==> src/rtl/arith_seq_ctrl_pkg.sv <==
// Shared definitions for the arithmetic sequencing controller: op modes,
// FSM state encoding and the FP16 datapath width.
package arith_seq_ctrl_pkg;

    localparam int FP16_W = 16;

    localparam logic [1:0] MODE_EXP  = 2'd0;
    localparam logic [1:0] MODE_DIV  = 2'd1;
    localparam logic [1:0] MODE_GELU = 2'd2;
    localparam logic [1:0] MODE_AGG  = 2'd3;

    typedef enum logic [2:0] {
        ST_IDLE,
        ST_LOAD,
        ST_EXP,
        ST_EXP_DRAIN,
        ST_NORM,
        ST_NORM_DRAIN,
        ST_AGG,
        ST_DONE
    } state_t;

    // A token needs at least one expert and no more than the buffer holds.
    function automatic logic k_in_range(input logic [3:0] k, input int max_k);
        return (k != 4'd0) && (int'({28'd0, k}) <= max_k);
    endfunction

endpackage

==> src/rtl/seq_score_buf.sv <==
// Gating-score storage: one synchronous write port, one asynchronous read port.
// Contents are deliberately not reset; every entry is written before it is read.
module seq_score_buf
    import arith_seq_ctrl_pkg::*;
#(
    parameter int DEPTH = 8,
    parameter int AW    = (DEPTH > 1) ? $clog2(DEPTH) : 1
) (
    input  logic              clk,
    input  logic              wr_en,
    input  logic [AW-1:0]     wr_addr,
    input  logic [FP16_W-1:0] wr_data,
    input  logic [AW-1:0]     rd_addr,
    output logic [FP16_W-1:0] rd_data
);

    logic [FP16_W-1:0] mem_q [DEPTH];

    always_ff @(posedge clk) begin
        if (wr_en) begin
            mem_q[wr_addr] <= wr_data;
        end
    end

    assign rd_data = mem_q[rd_addr];

endmodule

==> src/rtl/arith_seq_ctrl.sv <==
// Per-token sequencer for the softmax/aggregate arithmetic pipeline:
// load k scores, issue exp+sum, drain, issue divides, drain, pass k aggregates.
//
// state         | meaning
// ST_IDLE       | waiting for start; standalone GeLU requests pass through
// ST_LOAD       | accepting k gating scores into the buffer
// ST_EXP        | issuing k exp+sum ops from the buffer
// ST_EXP_DRAIN  | DRAIN_CYC idle cycles so the sum is final
// ST_NORM       | issuing k divide ops from the buffer
// ST_NORM_DRAIN | DRAIN_CYC idle cycles so the last divide retires
// ST_AGG        | passing k expert outputs/psums through to the pipeline
// ST_DONE       | one-cycle completion pulse
module arith_seq_ctrl
    import arith_seq_ctrl_pkg::*;
#(
    parameter int MAX_K     = 8,
    parameter int DRAIN_CYC = 4
) (
    input  logic              clk,
    input  logic              rst_n,
    input  logic              start,
    input  logic [3:0]        cfg_k,
    input  logic              sc_valid,
    output logic              sc_ready,
    input  logic [FP16_W-1:0] sc_data,
    input  logic              agg_valid,
    output logic              agg_ready,
    input  logic [FP16_W-1:0] agg_data,
    input  logic [FP16_W-1:0] agg_psum,
    input  logic              gelu_valid,
    output logic              gelu_ready,
    input  logic [FP16_W-1:0] gelu_data,
    output logic              ap_valid,
    output logic [1:0]        ap_mode,
    output logic [FP16_W-1:0] ap_data,
    output logic [FP16_W-1:0] ap_psum,
    output logic              busy,
    output logic              done,
    output logic              err
);

    localparam int CW = $clog2(MAX_K) + 1;
    localparam int AW = (MAX_K > 1) ? $clog2(MAX_K) : 1;

    state_t            state_q, state_d;
    logic [CW-1:0]     cnt_q, cnt_d;
    logic [CW-1:0]     k_q, k_d;
    logic              err_q, err_d;
    logic [CW-1:0]     k_last;
    logic              last_op;
    logic              drain_end;
    logic              sc_wr;
    logic [FP16_W-1:0] buf_rdata;

    assign k_last    = k_q - CW'(1);
    assign last_op   = (cnt_q == k_last);
    // The drain count shares the op counter, so DRAIN_CYC must fit in CW bits.
    assign drain_end = (cnt_q == CW'(DRAIN_CYC - 1));
    assign sc_wr     = (state_q == ST_LOAD) && sc_valid;

    seq_score_buf #(
        .DEPTH (MAX_K),
        .AW    (AW)
    ) u_score_buf (
        .clk     (clk),
        .wr_en   (sc_wr),
        .wr_addr (cnt_q[AW-1:0]),
        .wr_data (sc_data),
        .rd_addr (cnt_q[AW-1:0]),
        .rd_data (buf_rdata)
    );

    always_ff @(posedge clk or negedge rst_n) begin
        if (!rst_n) begin
            state_q <= ST_IDLE;
            cnt_q   <= '0;
            k_q     <= '0;
            err_q   <= 1'b0;
        end else begin
            state_q <= state_d;
            cnt_q   <= cnt_d;
            k_q     <= k_d;
            err_q   <= err_d;
        end
    end

    always_comb begin
        state_d    = state_q;
        cnt_d      = cnt_q;
        k_d        = k_q;
        err_d      = 1'b0;
        sc_ready   = 1'b0;
        agg_ready  = 1'b0;
        gelu_ready = 1'b0;
        ap_valid   = 1'b0;
        ap_mode    = '0;
        ap_data    = '0;
        ap_psum    = '0;

        case (state_q)
            ST_IDLE: begin
                // rst_n qualifies the pass-through so outputs stay low while held in reset.
                gelu_ready = rst_n && !start;
                if (start) begin
                    if (k_in_range(cfg_k, MAX_K)) begin
                        k_d     = CW'(cfg_k);
                        cnt_d   = '0;
                        state_d = ST_LOAD;
                    end else begin
                        err_d = 1'b1;
                    end
                end else if (gelu_valid && gelu_ready) begin
                    ap_valid = 1'b1;
                    ap_mode  = MODE_GELU;
                    ap_data  = gelu_data;
                end
            end

            ST_LOAD: begin
                sc_ready = 1'b1;
                if (sc_valid) begin
                    if (last_op) begin
                        cnt_d   = '0;
                        state_d = ST_EXP;
                    end else begin
                        cnt_d = cnt_q + CW'(1);
                    end
                end
            end

            ST_EXP: begin
                ap_valid = 1'b1;
                ap_mode  = MODE_EXP;
                ap_data  = buf_rdata;
                if (last_op) begin
                    cnt_d   = '0;
                    state_d = ST_EXP_DRAIN;
                end else begin
                    cnt_d = cnt_q + CW'(1);
                end
            end

            ST_EXP_DRAIN: begin
                if (drain_end) begin
                    cnt_d   = '0;
                    state_d = ST_NORM;
                end else begin
                    cnt_d = cnt_q + CW'(1);
                end
            end

            ST_NORM: begin
                ap_valid = 1'b1;
                ap_mode  = MODE_DIV;
                ap_data  = buf_rdata;
                if (last_op) begin
                    cnt_d   = '0;
                    state_d = ST_NORM_DRAIN;
                end else begin
                    cnt_d = cnt_q + CW'(1);
                end
            end

            ST_NORM_DRAIN: begin
                if (drain_end) begin
                    cnt_d   = '0;
                    state_d = ST_AGG;
                end else begin
                    cnt_d = cnt_q + CW'(1);
                end
            end

            ST_AGG: begin
                agg_ready = 1'b1;
                if (agg_valid) begin
                    ap_valid = 1'b1;
                    ap_mode  = MODE_AGG;
                    ap_data  = agg_data;
                    ap_psum  = agg_psum;
                    if (last_op) begin
                        cnt_d   = '0;
                        state_d = ST_DONE;
                    end else begin
                        cnt_d = cnt_q + CW'(1);
                    end
                end
            end

            ST_DONE: begin
                cnt_d   = '0;
                state_d = ST_IDLE;
            end

            default: begin
                cnt_d   = '0;
                state_d = ST_IDLE;
            end
        endcase
    end

    assign busy = (state_q != ST_IDLE);
    assign done = (state_q == ST_DONE);
    assign err  = err_q;

endmodule

==> config.mk <==
export PLATFORM = sky130hd
export DESIGN_NAME = arith_seq_ctrl
export DESIGN_NICKNAME = d
export VERILOG_FILES = /design/src/rtl/arith_seq_ctrl_pkg.sv /design/src/rtl/seq_score_buf.sv /design/src/rtl/arith_seq_ctrl.sv
export SDC_FILE = /design/constraint.sdc
export NUM_CORES = 1
export LEC_CHECK = 0
export CORE_MARGIN = 2
export CORE_UTILIZATION = 40
export DETAILED_ROUTE_END_ITERATION = 6
export GPL_TIMING_DRIVEN = 0
export HOLD_SLACK_MARGIN = 0.12
export PLACE_DENSITY = 0.76
export RECOVER_POWER = 100
export SYNTH_ARGS = -nofsm -noshare
export SYNTH_HDL_FRONTEND = slang
export SYNTH_SLANG_ARGS = --single-unit
==> constraint.sdc <==
create_clock -name clk -period 7.5 [get_ports clk]
set_input_delay 0.75 -clock clk [delete_from_list [all_inputs] [get_ports clk]]
set_output_delay 0.75 -clock clk [all_outputs]
set_load 0.01 [all_outputs]
=== Word-level counts from Yosys, hierarchy flattened ===
Memory sizes are Yosys's and may differ from the RTL's.
Index checks and enable logic that the tools add are counted.

* Flip-flop bits (word level): 12
* Memory bits (writable): 128
* Bits of input ports: 74
* Output and inout port bits: 41
* Logic and storage cells: 80
* Memories kept: 1

{| class="wikitable"
|+ Memory list
! name !! words !! bits a word !! rd ports !! clocked after Yosys merged registers in !! write ports !! RTL line !! source
|-
| u_score_buf.mem_q || 8 || 16 || 1 || 0 || 1 || seq_score_buf.sv:17 || <nowiki>logic [FP16_W-1:0] mem_q [DEPTH];</nowiki>
|}

* Add/sub/neg operators: 2
* Order comparisons: 1
* Equal/unequal tests: 19
* Mux-type cells: 40
* Reduce and logical (&&, ||, !) cells: 13

{| class="wikitable"
|+ Operators with widths
! cell !! number
|-
| $mux 16 || 5
|-
| $pmux 16 s3 || 1
|-
| $mux 3 || 10
|-
| $mux 4 || 6
|-
| $pmux 3 s8 || 1
|-
| $pmux 4 s6 || 1
|-
| $ne 2x2->1 const B || 10
|-
| $eq 3x3->1 const B || 4
|-
| $mux 1 || 11
|-
| $reduce_and 10->1 || 1
|-
| $eq 3x2->1 const B || 2
|-
| $mux 2 || 3
|-
| $pmux 2 s3 || 1
|-
| $add 4x1->4 const B || 1
|-
| $eq 4x2->1 const B || 1
|-
| $eq 4x4->1 || 1
|-
| $le 4x4->1 const B || 1
|-
| $logic_and 1x1->1 || 4
|-
| $reduce_and 4->1 || 1
|-
| $reduce_bool 4->1 || 1
|-
| $reduce_or 2->1 || 2
|-
| $sub 4x1->4 const B || 1
|-
| $eq 3x1->1 const B || 1
|-
| $logic_not 3->1 || 1
|-
| 4 further kinds || 4
|}

=== Logic depth before layout (Yosys ltp) ===
* Depth in word-level cells: 6
* Mapped depth: 11
* Mapped depth without buffers: 9

=== Hierarchy ===
From an unflattened synthesis, not the netlist that was laid out.

* Cell total of the unflattened synthesis: 345
* Area total of the unflattened synthesis: 6,232.2 sq um

{| class="wikitable"
|+ By module, submodules not included
! module !! times used !! cells each !! area an instance (sq um) !! seq. area each (sq um)
|-
| seq_score_buf || 1 || 198 || 4,973.5 || 3,843.7
|-
| arith_seq_ctrl || 1 || 147 || 1,258.7 || 300.3
|}

=== Least setup slack after synthesis ===
OpenSTA, ideal clock, no wires.

* Path type: register to output
* Start point: reg state_q[0]
* End point: out ap_data[10]
* Arrival time: 1,840 ps
* Required time: 6,750 ps
* Setup slack: 4,910 ps
* Stages on the path, launching flop included: 12
* Path buffers: 2
* Cell sequence: dfrtp_1 -> inv_1 -> ha_1 -> inv_2 -> nor2_2 -> inv_2 -> nor3b_2 -> and2_1 -> buf_4 -> buf_6 -> a22oi_1 -> o21ai_1

* Longest elaborated chain between the ends: 3
* Elaborated cells between the ends (all ways): 6
* Classes of those cells: eq/ne: 3; mux: 1; reduce/logical: 2

{| class="wikitable"
|+ Ends and longest elaborated chain
! item !! RTL line !! source
|-
| start, declared || arith_seq_ctrl.sv:45 || <nowiki>state_t state_q, state_d;</nowiki>
|-
| start signal, assigned || arith_seq_ctrl.sv:80 || <nowiki>state_q <= state_d;</nowiki>
|-
| $eq 3x3->1 / $eq 3x2->1 (equally long branches) || arith_seq_ctrl.sv:100 || <nowiki>case (state_q)</nowiki>
|-
| $reduce_or 2->1 (no source line) || -- ||
|-
| $pmux 16 s3 * || arith_seq_ctrl.sv:100 ||
|-
| end, declared || arith_seq_ctrl.sv:35 || <nowiki>output logic [FP16_W-1:0] ap_data,</nowiki>
|}

Every way passes the cells marked *; elsewhere a longest branch is shown, timed or not.

=== Worst setup path after layout ===
* Start point: reg cnt_q[0]
* End point: out ap_data[7]

* Longest elaborated chain between the ends: 2

{| class="wikitable"
|+ Ends and longest elaborated chain
! item !! RTL line !! source
|-
| start, declared || arith_seq_ctrl.sv:46 || <nowiki>logic [CW-1:0] cnt_q, cnt_d;</nowiki>
|-
| start signal, assigned || arith_seq_ctrl.sv:81 || <nowiki>cnt_q <= cnt_d;</nowiki>
|-
| $mem_v2 8x16 || -- ||
|-
| $pmux 16 s3 || arith_seq_ctrl.sv:100 ||
|}

No other way between the ends.

==> run summary <==
Status - finished, final reports clean
CP endpoint kind - output port
#FFs+latches synth - 140
Share of synthesized registers carrying an async set or reset - 8.57%
Final setup vio count - 0
Max-slew violations - 0
Htree depth - 4
Met1 Use GR - 25.0%
Port bufs - 114
IO Pins - 115
Post-Synthesis Net Count - 481
PwrDens - 341 nW/µm²
Number of synthesized flops with an enable pin - 128
Met2 usage - 30.3%
Worst-Margin Slew - 1.09 ns
Hold_buf cts - 0
Routed len/inst - 20.6 µm
Crit start category - register
Core area - 15100 µm²
HPWL after DPL - 10500 µm
Root Driver - clkbuf_16
Final hold vios - 0
Pin count of the biggest net entering global routing - 17
Vias in the first global route - 4050
Fmax - 0.208 GHz
CP Class - register to output port
Post-Synthesis Cells - 401
GPL Wtd Cong - 0.852
DRC - 0
Synth Warn # - 0
Via total after detailed routing - 4064
Routed WL - 15400 µm
Final worst slack - 2.70 ns
Sequential fraction of the synthesis area - 67.2%
Area delta synth->final - 31.9%
Share of post-route cells with drive strength above 1 - 12.4%
Die ar. - 16400 µm²
Ys flop type - edfxtp_1
Yosys cell types - 51
Rows - 45
CTS Buf Count - 17
First-pass GRT wire length - 22700 µm
Setup Buffers After CTS - 0
RSZ-0062 raised after global routing - no
First-pass DRT Iterations - 7
Vias/cell - 5.46
Synth Area per Inst - 15.4 µm²
Antenna violations before repair - 1
CP Max Fanout - 10
CTS tree - done
Clock Tree Buf Depth - 2
Max-cap violation count - 0
Die Height - 128 µm
GRT busiest layer - met2
Final min period - 4.80 ns
Initial Util - 40.7%
Worst Path Arrival - 4.05 ns
Max transition margin - 25.2%
Width of the die - 128 µm
Grt total ovfl - 0
Setup WS pre-CTS - 3.53 ns
# nets final - 622
Sink Count - 140
Synthesized cell area - 6170 µm²
Post_cts resized - 0
1st-iter DRT viols - 285
Hold Crit Class - register to register
VDD IR max - 0.211 mV
Worst clock skew - 0.00873 ns
Period utilization - 64.0%
Global Route Usage Sum - 19.0%
Met3 usage - 5.01%
Count of antenna-violating nets left after detailed routing - 0
Worst-path clk slew - 0.06 ns
Leakage - 2.87 nW
Worst-Skew Late Latency - 0.42 ns
Critical path required time - 6.75 ns
Setup TNS - 0 ns
Core Util, Final - 53.7%
Min Hold Slack - 0.570 ns
-- sequential cells by signal, summed over array words and instances, names as in the netlist --
name and count:
state_q 3, cnt_q 4, err 1, k_q 4
u_score_buf.mem_q 128
-- power by group --
part           internal (W)  switching, W
combinational      0.000434      0.000553
clock              0.000523      0.000318
sequential         0.000914     0.0000331
-- metal layers --
layer	routed length, µm	vias to the layer above	share of wire (%)
met5	0	-	0
met4	358	0	2.3
met3	1060	27	6.9
met2	7410	184	48
met1	6520	1997	42
li1	-	1856	-
-- cells in the mapped netlist (all sizes together) (5+ instances only) --
library cell / count / share of area (%)
dfrtp: 12 / 4.9
o21ai: 23 / 1.9
o22ai: 11 / 1.1
buf: 16 / 1.7
a22oi: 26 / 3.2
mux2: 10 / 1.9
a21oi: 9 / 0.73
mux4: 14 / 5.1
nor2: 23 / 1.4
mux2i: 24 / 3.9
nand3: 5 / 0.41
edfxtp: 128 / 62
ha: 6 / 1.2
clkbuf: 7 / 0.43
nand2: 10 / 0.73
and2: 20 / 2.0
inv: 12 / 0.73
and3: 5 / 0.53
-- worst paths after layout --
| check | startpoint | endpoint | slack, ns | cells after the start |
|---|---|---|---|---|
| worst max register to register | cnt_q[0]$_DFFE_PN0P_ | u_score_buf.mem_q[5][13]$_DFFE_PP_ | 2.95 | 7 |
| max in group asynchronous | rst_n | state_q[2]$_DFFE_PN0P_ | 6.30 | 1 |
| worst min register to register | state_q[0]$_DFFE_PN0P_ | state_q[0]$_DFFE_PN0P_ | 0.57 | 1 |
| worst max-delay path | cnt_q[0]$_DFFE_PN0P_ | ap_data[7] | 2.70 | 7 |
| worst min-delay path | state_q[0]$_DFFE_PN0P_ | state_q[0]$_DFFE_PN0P_ | 0.57 | 1 |
| min in group asynchronous | rst_n | err$_DFF_PN0_ | 0.79 | 1 |
-- metrics by stage --
| stage | total power (W) | cell area [µm²] | instances |
|---|---|---|---|
| 6_report | 0.00278 | 8140 | 744 |
| 3_5_place_dp | 0.00201 | 7720 | 711 |
| 4_1_cts | 0.00285 | 8310 | 743 |
| 5_1_grt | 0.00290 | 8130 | 743 |
| 2_1_floorplan | 0.00161 | 6170 | 401 |
| 3_3_place_gp | 0.00197 | 7540 | 703 |
-- kinds of logic (layout without fill, tap and decap cells) --
kind of cell | count (synthesis) | count (layout) | share of synthesized area (%)
flip-flops | 140 | 140 | 67.2
AO/OA/AOI/OAI | 85 | 85 | 9.25
AND/OR/NAND/NOR | 81 | 81 | 7.32
multiplexers | 48 | 48 | 11.0
buffers and inverters | 35 | 189 | 2.88
adder cells (fa/ha/maj) | 6 | 6 | 1.22
XOR/XNOR | 6 | 6 | 1.20
other | 0 | 1 | 0
-- critical path, cell delays in order (launching register included) --
cell and delay [ns]:
dfrtp_1 0.35, clkbuf_1 0.54, clkbuf_1 0.53, clkbuf_1 0.62
clkbuf_1 0.53, a21oi_1 0.20, o21ai_0 0.21, dlygate4sd3_1 0.63
-- area by class of cell --
class,instances,area [µm²]
antenna,1,2.50
buffer,23,114
clock buffer,18,429
clock inverter,14,166
fill,1209,7010
inverter,12,45.0
multi-input combinational,226,1830
sequential,140,4140
tap,188,235
timing repair buffer,122,1170
-- layout by cell type (no fill, tap or decap), types with 4 or more instances in the layout --
master and count:
and3_1 4, a21oi_1 9, buf_2 7, mux4_2 14
dfrtp_1 12, inv_1 9, nand3_1 5, a221oi_1 4
ha_1 6, mux2_2 8, nor2_1 23, and2_0 4
clkdlybuf4s50_1 61, and2_1 16, o22ai_1 11, o21ai_0 18
nand2_1 9, nand3b_1 4, clkbuf_1 22, clkbuf_16 17
dlygate4sd3_1 53, o21ai_1 5, mux2i_1 24, edfxtp_1 128
a22oi_1 26
(Power assumes the default switching activity.)
